--- src/rtl/uart_imem_loader_if.sv ---
// uart_imem_loader_if: instruction-memory word write bus driven by the UART boot loader.
interface uart_imem_loader_if #(parameter int ADDR_WIDTH = 16);
  logic                  imem_wr;
  logic [ADDR_WIDTH-1:0] imem_addr;
  logic [31:0]           imem_wdata;
  modport master (output imem_wr, imem_addr, imem_wdata);
  modport slave  (input  imem_wr, imem_addr, imem_wdata);
endinterface

--- src/rtl/uart_imem_loader.sv ---
// uart_imem_loader: 8N1 UART receiver packing little-endian words into imem; optional checksum via UART_LOADER_CHECKSUM_EN.
module uart_imem_loader #(
  parameter int BAUD_DIV   = 868,
  parameter int ADDR_WIDTH = 16
) (
  input  logic clk,
  input  logic reset,
  input  logic load_imem,
  input  logic uart_rxd,
  uart_imem_loader_if.master bus,
  output logic loading,
  output logic frame_err
`ifdef UART_LOADER_CHECKSUM_EN
  , output logic [7:0] checksum
`endif
);
  localparam int CW = $clog2(BAUD_DIV);
  localparam logic [CW-1:0] HALF = CW'(BAUD_DIV/2 - 1);
  localparam logic [CW-1:0] FULL = CW'(BAUD_DIV - 1);
  typedef enum logic [2:0] {S_IDLE, S_START, S_DATA, S_STOP, S_BRK} state_t;
  state_t                state;
  logic                  rx_meta, rx_sync, load_q;
  logic [CW-1:0]         cnt;
  logic [2:0]            bit_idx;
  logic [1:0]            idx;
  logic [7:0]            shreg;
  logic [31:0]           word;
  logic [ADDR_WIDTH-1:0] addr_cnt;
  assign loading = load_imem & (state != S_IDLE);
  always_ff @(posedge clk or posedge reset)
    if (reset) begin
      rx_meta        <= 1'b1;
      rx_sync        <= 1'b1;
      load_q         <= 1'b0;
      state          <= S_IDLE;
      cnt            <= '0;
      bit_idx        <= '0;
      idx            <= '0;
      shreg          <= '0;
      word           <= '0;
      addr_cnt       <= '0;
      frame_err      <= 1'b0;
      bus.imem_wr    <= 1'b0;
      bus.imem_addr  <= '0;
      bus.imem_wdata <= '0;
`ifdef UART_LOADER_CHECKSUM_EN
      checksum       <= '0;
`endif
    end else begin
      rx_meta     <= uart_rxd;
      rx_sync     <= rx_meta;
      load_q      <= load_imem;
      bus.imem_wr <= 1'b0;
      if (!load_imem) begin
        // abort takes priority over any byte completing in this cycle
        state    <= S_IDLE;
        idx      <= '0;
        addr_cnt <= '0;
      end else begin
        if (!load_q) begin
          frame_err <= 1'b0;
`ifdef UART_LOADER_CHECKSUM_EN
          checksum  <= '0;
`endif
        end
        case (state)
          S_IDLE:
            if (!rx_sync) begin
              state <= S_START;
              cnt   <= HALF;
            end
          S_START:
            if (cnt != '0) cnt <= cnt - 1'b1;
            else if (rx_sync) state <= S_IDLE;
            else begin
              state   <= S_DATA;
              cnt     <= FULL;
              bit_idx <= '0;
            end
          S_DATA:
            if (cnt != '0) cnt <= cnt - 1'b1;
            else begin
              shreg   <= {rx_sync, shreg[7:1]};
              cnt     <= FULL;
              bit_idx <= bit_idx + 1'b1;
              if (bit_idx == 3'd7) state <= S_STOP;
            end
          S_STOP:
            if (cnt != '0) cnt <= cnt - 1'b1;
            else if (rx_sync) begin
              state         <= S_IDLE;
              word[8*idx +: 8] <= shreg;
              idx           <= idx + 1'b1;
`ifdef UART_LOADER_CHECKSUM_EN
              checksum      <= checksum + shreg;
`endif
              if (idx == 2'd3) begin
                bus.imem_wr    <= 1'b1;
                bus.imem_wdata <= {shreg, word[23:0]};
                bus.imem_addr  <= addr_cnt;
                addr_cnt       <= addr_cnt + ADDR_WIDTH'(4);
              end
            end else begin
              frame_err <= 1'b1;
              state     <= S_BRK;
            end
          S_BRK:
            if (rx_sync) state <= S_IDLE;
          default: state <= S_IDLE;
        endcase
      end
    end
endmodule

--- src/flat_wrapper.sv ---
// flat-port wrapper written by rule: the top's interface ports become plain ports
module uart_imem_loader_flat 
#(
  parameter int BAUD_DIV   = 868,
  parameter int ADDR_WIDTH = 16
)
  (clk, reset, load_imem, uart_rxd, loading, frame_err, bus_imem_wr, bus_imem_addr, bus_imem_wdata);
  uart_imem_loader_if #(.ADDR_WIDTH(ADDR_WIDTH)) bus_i ();
  input  logic clk;
  input  logic reset;
  input  logic load_imem;
  input  logic uart_rxd;
  output logic loading;
  output logic frame_err;
  output wire logic [$bits(bus_i.imem_wr)-1:0] bus_imem_wr;
  output wire logic [$bits(bus_i.imem_addr)-1:0] bus_imem_addr;
  output wire logic [$bits(bus_i.imem_wdata)-1:0] bus_imem_wdata;
  assign bus_imem_wr = bus_i.imem_wr;
  assign bus_imem_addr = bus_i.imem_addr;
  assign bus_imem_wdata = bus_i.imem_wdata;
  uart_imem_loader #(.BAUD_DIV(BAUD_DIV), .ADDR_WIDTH(ADDR_WIDTH)) u_core (.clk(clk), .reset(reset), .load_imem(load_imem), .uart_rxd(uart_rxd), .bus(bus_i), .loading(loading), .frame_err(frame_err));
endmodule
--- config.mk ---
export PLATFORM = sky130hd
export DESIGN_NAME = uart_imem_loader_flat
export DESIGN_NICKNAME = d
export VERILOG_FILES = /design/src/rtl/uart_imem_loader_if.sv /design/src/rtl/uart_imem_loader.sv /design/src/flat_wrapper.sv
export SDC_FILE = /design/constraint.sdc
export NUM_CORES = 1
export LEC_CHECK = 0
export ABC_AREA = 1
export CAP_MARGIN = 20
export CELL_PAD_IN_SITES_DETAIL_PLACEMENT = 0
export CELL_PAD_IN_SITES_GLOBAL_PLACEMENT = 1
export CORE_MARGIN = 5
export CORE_UTILIZATION = 43
export DETAILED_ROUTE_END_ITERATION = 10
export HOLD_SLACK_MARGIN = 0.1
export PLACE_DENSITY = 0.89
export SLEW_MARGIN = 5
export SYNTH_ARGS = -nofsm -noshare
export SYNTH_HDL_FRONTEND = slang
export SYNTH_SLANG_ARGS = --single-unit
--- constraint.sdc ---
create_clock -name clk -period 4.1 [get_ports clk]
set_clock_uncertainty 0.1 [all_clocks]
set_input_delay 0.615 -clock clk [delete_from_list [all_inputs] [get_ports clk]]
set_output_delay 0.615 -clock clk [all_outputs]
set_load 0.005 [all_outputs]
Word-level counts from Yosys, hierarchy flattened. Index checks and enable logic that the tools add are counted.

Input port bits: 4. Word-level logic and storage cells: 97. Bits in registers: 127.

Shift operators: 2. Bitwise gates (word level): 2. Add/sub/neg operators: 5. Equal/unequal tests: 22. Muxes and demuxes: 39. Reduce and logical (&&, ||, !) cells: 13.

Operators with widths (number): 2-to-1 mux 16 bit (5); 2-to-1 mux 10 bit (5); one-hot mux 10 bit (4 select lines) (1); negator 5 -> 34 bit (1); variable shift 8 x 34 -> 32 bit (first input constant) (1); variable part select 8 x 34 -> 32 bit (1); 2-to-1 mux 3 bit (11); bitwise mux 32 bit (1); adder 16 x 3 -> 16 bit (second input constant) (1); != test 3 bit (second input constant) (5); one-hot mux 3 bit (5 select lines) (1); AND reduction 5 bit (3); 2-to-1 mux 2 bit (5); != test 2 bit (second input constant) (5); nonzero test 10 bit (1); subtractor 10 x 1 -> 10 bit (second input constant) (1); 2-to-1 mux 1 bit (9); != test 2 x 1 -> 1 bit (second input constant) (4); AND reduction 4 bit (2); == test 3 x 2 -> 1 bit (second input constant) (2); == test 3 bit (second input constant) (2); != test 3 x 2 -> 1 bit (second input constant) (2); one-hot mux 3 bit (2 select lines) (1); AND reduction 3 bit (2); 11 further kinds (11).

Longest topological paths before layout.
Depth in word-level cells: 6. Mapped depth: 10.

Least setup slack after synthesis. Ideal clock, no wire load.

Path type: register to register. Start point: register u_core.cnt[0]. End point: register u_core.bus.imem_wdata[25]. Cell stages (with the launch flop): 11. Path buffers: 1. Required time: 3.882 ns. Data arrival time: 1.472 ns. Setup slack: 2.410 ns. Setup time: 0.118 ns. Path through: dfrtp_1 -> inv_1 -> ha_1 -> nand2_1 -> nor2_4 -> nand2_4 -> nor2_8 -> nand3_4 -> buf_6 -> nand2_1 -> o21ai_2.

Word-level cells in the longest chain between the ends: 3.

Ends and longest elaborated chain: start: declaration (RTL line uart_imem_loader.sv:23) `logic [CW-1:0] cnt;`; start signal: assignment (RTL line uart_imem_loader.sv:73) `if (cnt != '0) cnt <= cnt - 1'b1;`; start signal: assignment (RTL line uart_imem_loader.sv:81) `if (cnt != '0) cnt <= cnt - 1'b1;`; start signal: assignment (RTL line uart_imem_loader.sv:89) `if (cnt != '0) cnt <= cnt - 1'b1;`; nonzero test 10 bit (RTL line uart_imem_loader.sv:89); inverter 1 bit (no source line); AND reduction 5 bit (no source line); end signal: assignment (RTL line uart_imem_loader.sv:99) `bus.imem_wdata <= {shreg, word[23:0]};`; end: declaration (RTL line uart_imem_loader_if.sv:6) `modport master (output imem_wr, imem_addr, imem_wdata);`.

Every way passes these cells. A chain may end at the register's enable or synchronous reset.

Worst setup path in the final report.
Start point: input load_imem. End point: output loading.

Word-level cells in the longest chain between the ends: 1.

Ends and longest elaborated chain: start: declaration (RTL line flat_wrapper.sv:11) `input logic load_imem;`; AND 1 bit (RTL line uart_imem_loader.sv:29) `assign loading = load_imem & (state != S_IDLE);`; end: declaration (RTL line flat_wrapper.sv:13) `output logic loading;`.

Every way passes these cells.

==> out/summary.log <==
INFO  run_status     run_status=finished clean
INFO  timing         grt_setup_unrepaired=no
INFO  power          power.clock.fraction=0.438
INFO  timing         fmax=322MHz
INFO  finish         area_delta_synth_final=20.7%
INFO  clocking       clk_path_buf_depth=2
INFO  placement      buffer_ports.inserted=52
INFO  synthesis      synthesis.area_per_instance=8.23um2
INFO  global_routing grt.met3_usage=0.0513
INFO  synthesis      ys_warn_count=0
INFO  synthesis      synthTopCellsByArea=dfrtp_1, nand2_1, nor2_1
INFO  setup_path     critical_path_required=3.38ns
INFO  synthesis      synthArstFlopShare=1.00
INFO  clocking       tritoncts_clock_tree=built
INFO  power          pwr-share-comb=0.139
INFO  placement      place_congestion=0.893
INFO  synthesis      ys_dominant_reg_cell=dfrtp_1
INFO  detailed_routing drt-total-wl=11.8mm
INFO  setup_path     worst-path-max-fanout=13
INFO  synthesis      yosys.area.top_type_share=0.509
INFO  setup_path     crit_slowest_cell=clkdlybuf4s50_1
INFO  detailed_routing drcViolationCount=0
INFO  synthesis      ys_seq_elements=115
INFO  floorplan      top_level_ports=55
INFO  setup_path     depth_of_the_worst_register_to_register_path=9
INFO  finish         filler_cell_count=1,237
INFO  power          power.density=446nW/um2
INFO  setup_path     timing.critical_path.arrival=2.39ns
INFO  clocking       cts_resized=0
INFO  floorplan      core-area=12,700um2
INFO  synthesis      syn-instance-count=676
INFO  clocking       worst_setup_hold_path_clk_slew=0.05ns
INFO  detailed_routing antenna_left=0
INFO  synthesis      synth_cell_types=34
INFO  finish         post_route_cells_drive_above_1_share=0.0922
INFO  floorplan      core.rowCount=41
INFO  clocking       clock_sink_count=115
INFO  detailed_routing drt_pass1_iterations=5
INFO  timing         timing.final.max_slew_violations=0
INFO  global_routing remaining_overflow_grt=0
INFO  power          peakVddDrop=0.000292V
INFO  finish         layout.nets=749
INFO  power          share_of_total_power_in_sequential_cells=0.424
INFO  setup_path     critical_path_class=in -> out
INFO  global_routing grt_usage=0.170
INFO  detailed_routing drt_first_iter_violations=255
INFO  power          finalPower=2.99mW
INFO  synthesis      ys_seq_area_frac=0.518
INFO  hold_path      worstHoldPathType=reg -> reg
INFO  hold_path      hold-path-cell-count=0
INFO  finish         most-common-layout-cells=nand2_1, dfrtp_1, nor2_1
INFO  finish         instances_no_fill=920
INFO  synthesis      synthXorXnorAreaFrac=0.0110
INFO  clocking       worst_skew_pair.late_latency=0.41ns
INFO  setup_path     delay_of_the_slowest_critical_path_stage=0.78ns
INFO  detailed_routing route.detailed.vias_per_inst=4.85
INFO  global_routing via_count_of_the_first_global_routing_pass=4,392
INFO  clocking       cts-hold-fix-buffers=0
INFO  global_routing groute.layer.met2.usage=0.253
INFO  timing         timing.final.setup_violations=0
INFO  floorplan      floorplan.initialDensity=0.439
INFO  synthesis      synth_top_family_by_area=simple AND/OR/NAND/NOR gates
INFO  global_routing grt_max_degree=64
INFO  timing         fin_crit_sh=0.757
INFO  finish         mostFrequentLayoutCell=nand2_1
INFO  finish         design_area=6710um2
INFO  power          power.switching=0.835mW
INFO  synthesis      synth_enable_flop_cells=0
INFO  global_routing antenna_found_initial=0
INFO  flow_run       cap_viol_max_count=0
INFO  clocking       root_buffer=clkbuf_16
INFO  setup_path     cpMostUsedCell=clkdlybuf4s50_1
INFO  synthesis      post_synth_and_or_nand_nor_area_fraction=0.312
INFO  floorplan      die_width=124um
INFO  timing         max_slew.worst_pin.slew=0.771ns
INFO  synthesis      synthAdderAreaFrac=0.0225
INFO  global_routing gr-usage-met1=0.236
INFO  finish         insertedDiodeCount=0
INFO  setup_path     crit_path_start_kind=input pin
INFO  synthesis      synth.largest_area_cell=dfrtp_1
INFO  clocking       clock_tree.htree_level_count=4
INFO  timing         hold_violations=0
INFO  timing         tightest_slew_margin_relative_to_the_limit=0.486
INFO  placement      post_dp_cell_area=6180um2
INFO  synthesis      compound_cell_area_share_of_the_yosys_netlist=0.0749
INFO  floorplan      die_height=124um
INFO  floorplan      die-area=15,300um2
INFO  setup_path     timing.critical_path.to_type=output port
INFO  timing         setup_total_negative_slack=0ns
INFO  placement      dp.cells=888
INFO  clocking       cts_inserted_buffers=17
INFO  power          sw_frac_of_total=0.279
INFO  synthesis      synthMuxAreaShare=0
INFO  power          cellInternalPower=2.15mW
INFO  timing         timing.final.crit_period=3.10ns
INFO  clocking       post_cts.repair.setup_buffers=0
INFO  global_routing most_crowded_layer_gr=met2
INFO  power          total_leakage_power=3.32nW
INFO  detailed_routing route.detailed.wl_per_inst=12.8um
INFO  global_routing grt_first_pass_wirelength=20.6mm
INFO  setup_path     crit_path_cell_trace=clkdlybuf4s50_1 -> inv_2 -> a21oi_1 -> clkdlybuf4s50_1
INFO  synthesis      syn_area=5560um2
INFO  placement      dp.final_hpwl=8.34mm
INFO  detailed_routing dr_total_vias=4,463
## stage by stage
step | hold slack (ns) | setup WS (ns) | util
final | 0.250 | 0.998 | 0.529
after detailed placement | 0.248 | 0.987 | 0.488
after global placement | 0.246 | 1.04 | 0.488
after CTS | 0.255 | 0.970 | 0.529
after global routing | 0.263 | 0.830 | 0.529
after floorplan | 0.245 | 0.344 | -
## power by group through the flow
stage	combinational [mW]	clock [mW]	sequential, mW
global placement	0.397	0	1.28
global route	0.487	1.39	1.28
detailed placement	0.415	0	1.28
CTS	0.416	1.34	1.26
floorplan	0.325	0	1.26
finish	0.415	1.31	1.27
## flip-flops by register name, summed over array words and instances, names as in the netlist, 2 cells and up
signal	flops
u_core.bit_idx	3
u_core.word	24
u_core.bus.imem_wdata	32
u_core.idx	2
u_core.state	3
u_core.cnt	10
u_core.addr_cnt	14
u_core.bus.imem_addr	14
u_core.shreg	8
## final cells by class
cell class	instances	area, um2	share of cell area
repair buffers	57	558	0.0832
flip-flops and latches	115	2880	0.429
inverters	47	179	0.0267
well taps	172	215	0.0321
multi-input cells	497	2350	0.350
clock inverters	5	27.5	0.00410
clock buffers	27	503	0.0750
## cell usage after synthesis, types with 2 or more instances
cell type  number
buf_6           8
ha_1           10
nand2_4         2
o21ai_1        10
nor2_1         60
nand3_2         3
nand4_1        11
xnor2_1         2
nand2_1       279
buf_4           6
nor2_4          7
xor2_1          5
nand3_1        37
dfstp_2         2
nand3b_1        2
inv_2           4
o21ai_2        15
o21ai_0        43
dfrtp_1       113
inv_1          43
## path summary, 6_finish.rpt
path	startpoint	slack, ns	endpoint
hold / removal	u_core.rx_meta$_DFF_PP1_	0.25	u_core.rx_sync$_DFF_PP1_
hold reg to reg	u_core.rx_meta$_DFF_PP1_	0.25	u_core.rx_sync$_DFF_PP1_
max in group asynchronous	reset	2.55	u_core.word[2]$_DFFE_PP0P_
min in group asynchronous	reset	0.60	u_core.addr_cnt[6]$_DFFE_PP0P_
setup / recovery	load_imem	1.0	loading
setup reg to reg	u_core.cnt[0]$_DFFE_PP0P_	1.73	u_core.bus.imem_addr[5]$_DFFE_PP0P_
## worst max-delay path, delay by kind of cell
family | cells | cell delay [ns]
compound gates | 1 | 0.22
buf+inv | 3 | 1.55
## cell families (layout without fill, tap and decap cells)
group | after synthesis | after routing
other | 1 | 2
buffers and inverters | 65 | 136
AO/OA/AOI/OAI | 71 | 71
AND/OR/NAND/NOR | 407 | 407
adder cells (fa/ha/maj) | 10 | 10
XOR/XNOR | 7 | 7
flip-flops | 115 | 115
## routing by layer
metal,part of all wire,routed length [um]
met4,0.011,134
met3,0.053,622
met2,0.45,5320
met1,0.48,5700
met5,0,0
Note: power is estimated with default switching activity, not from simulation.
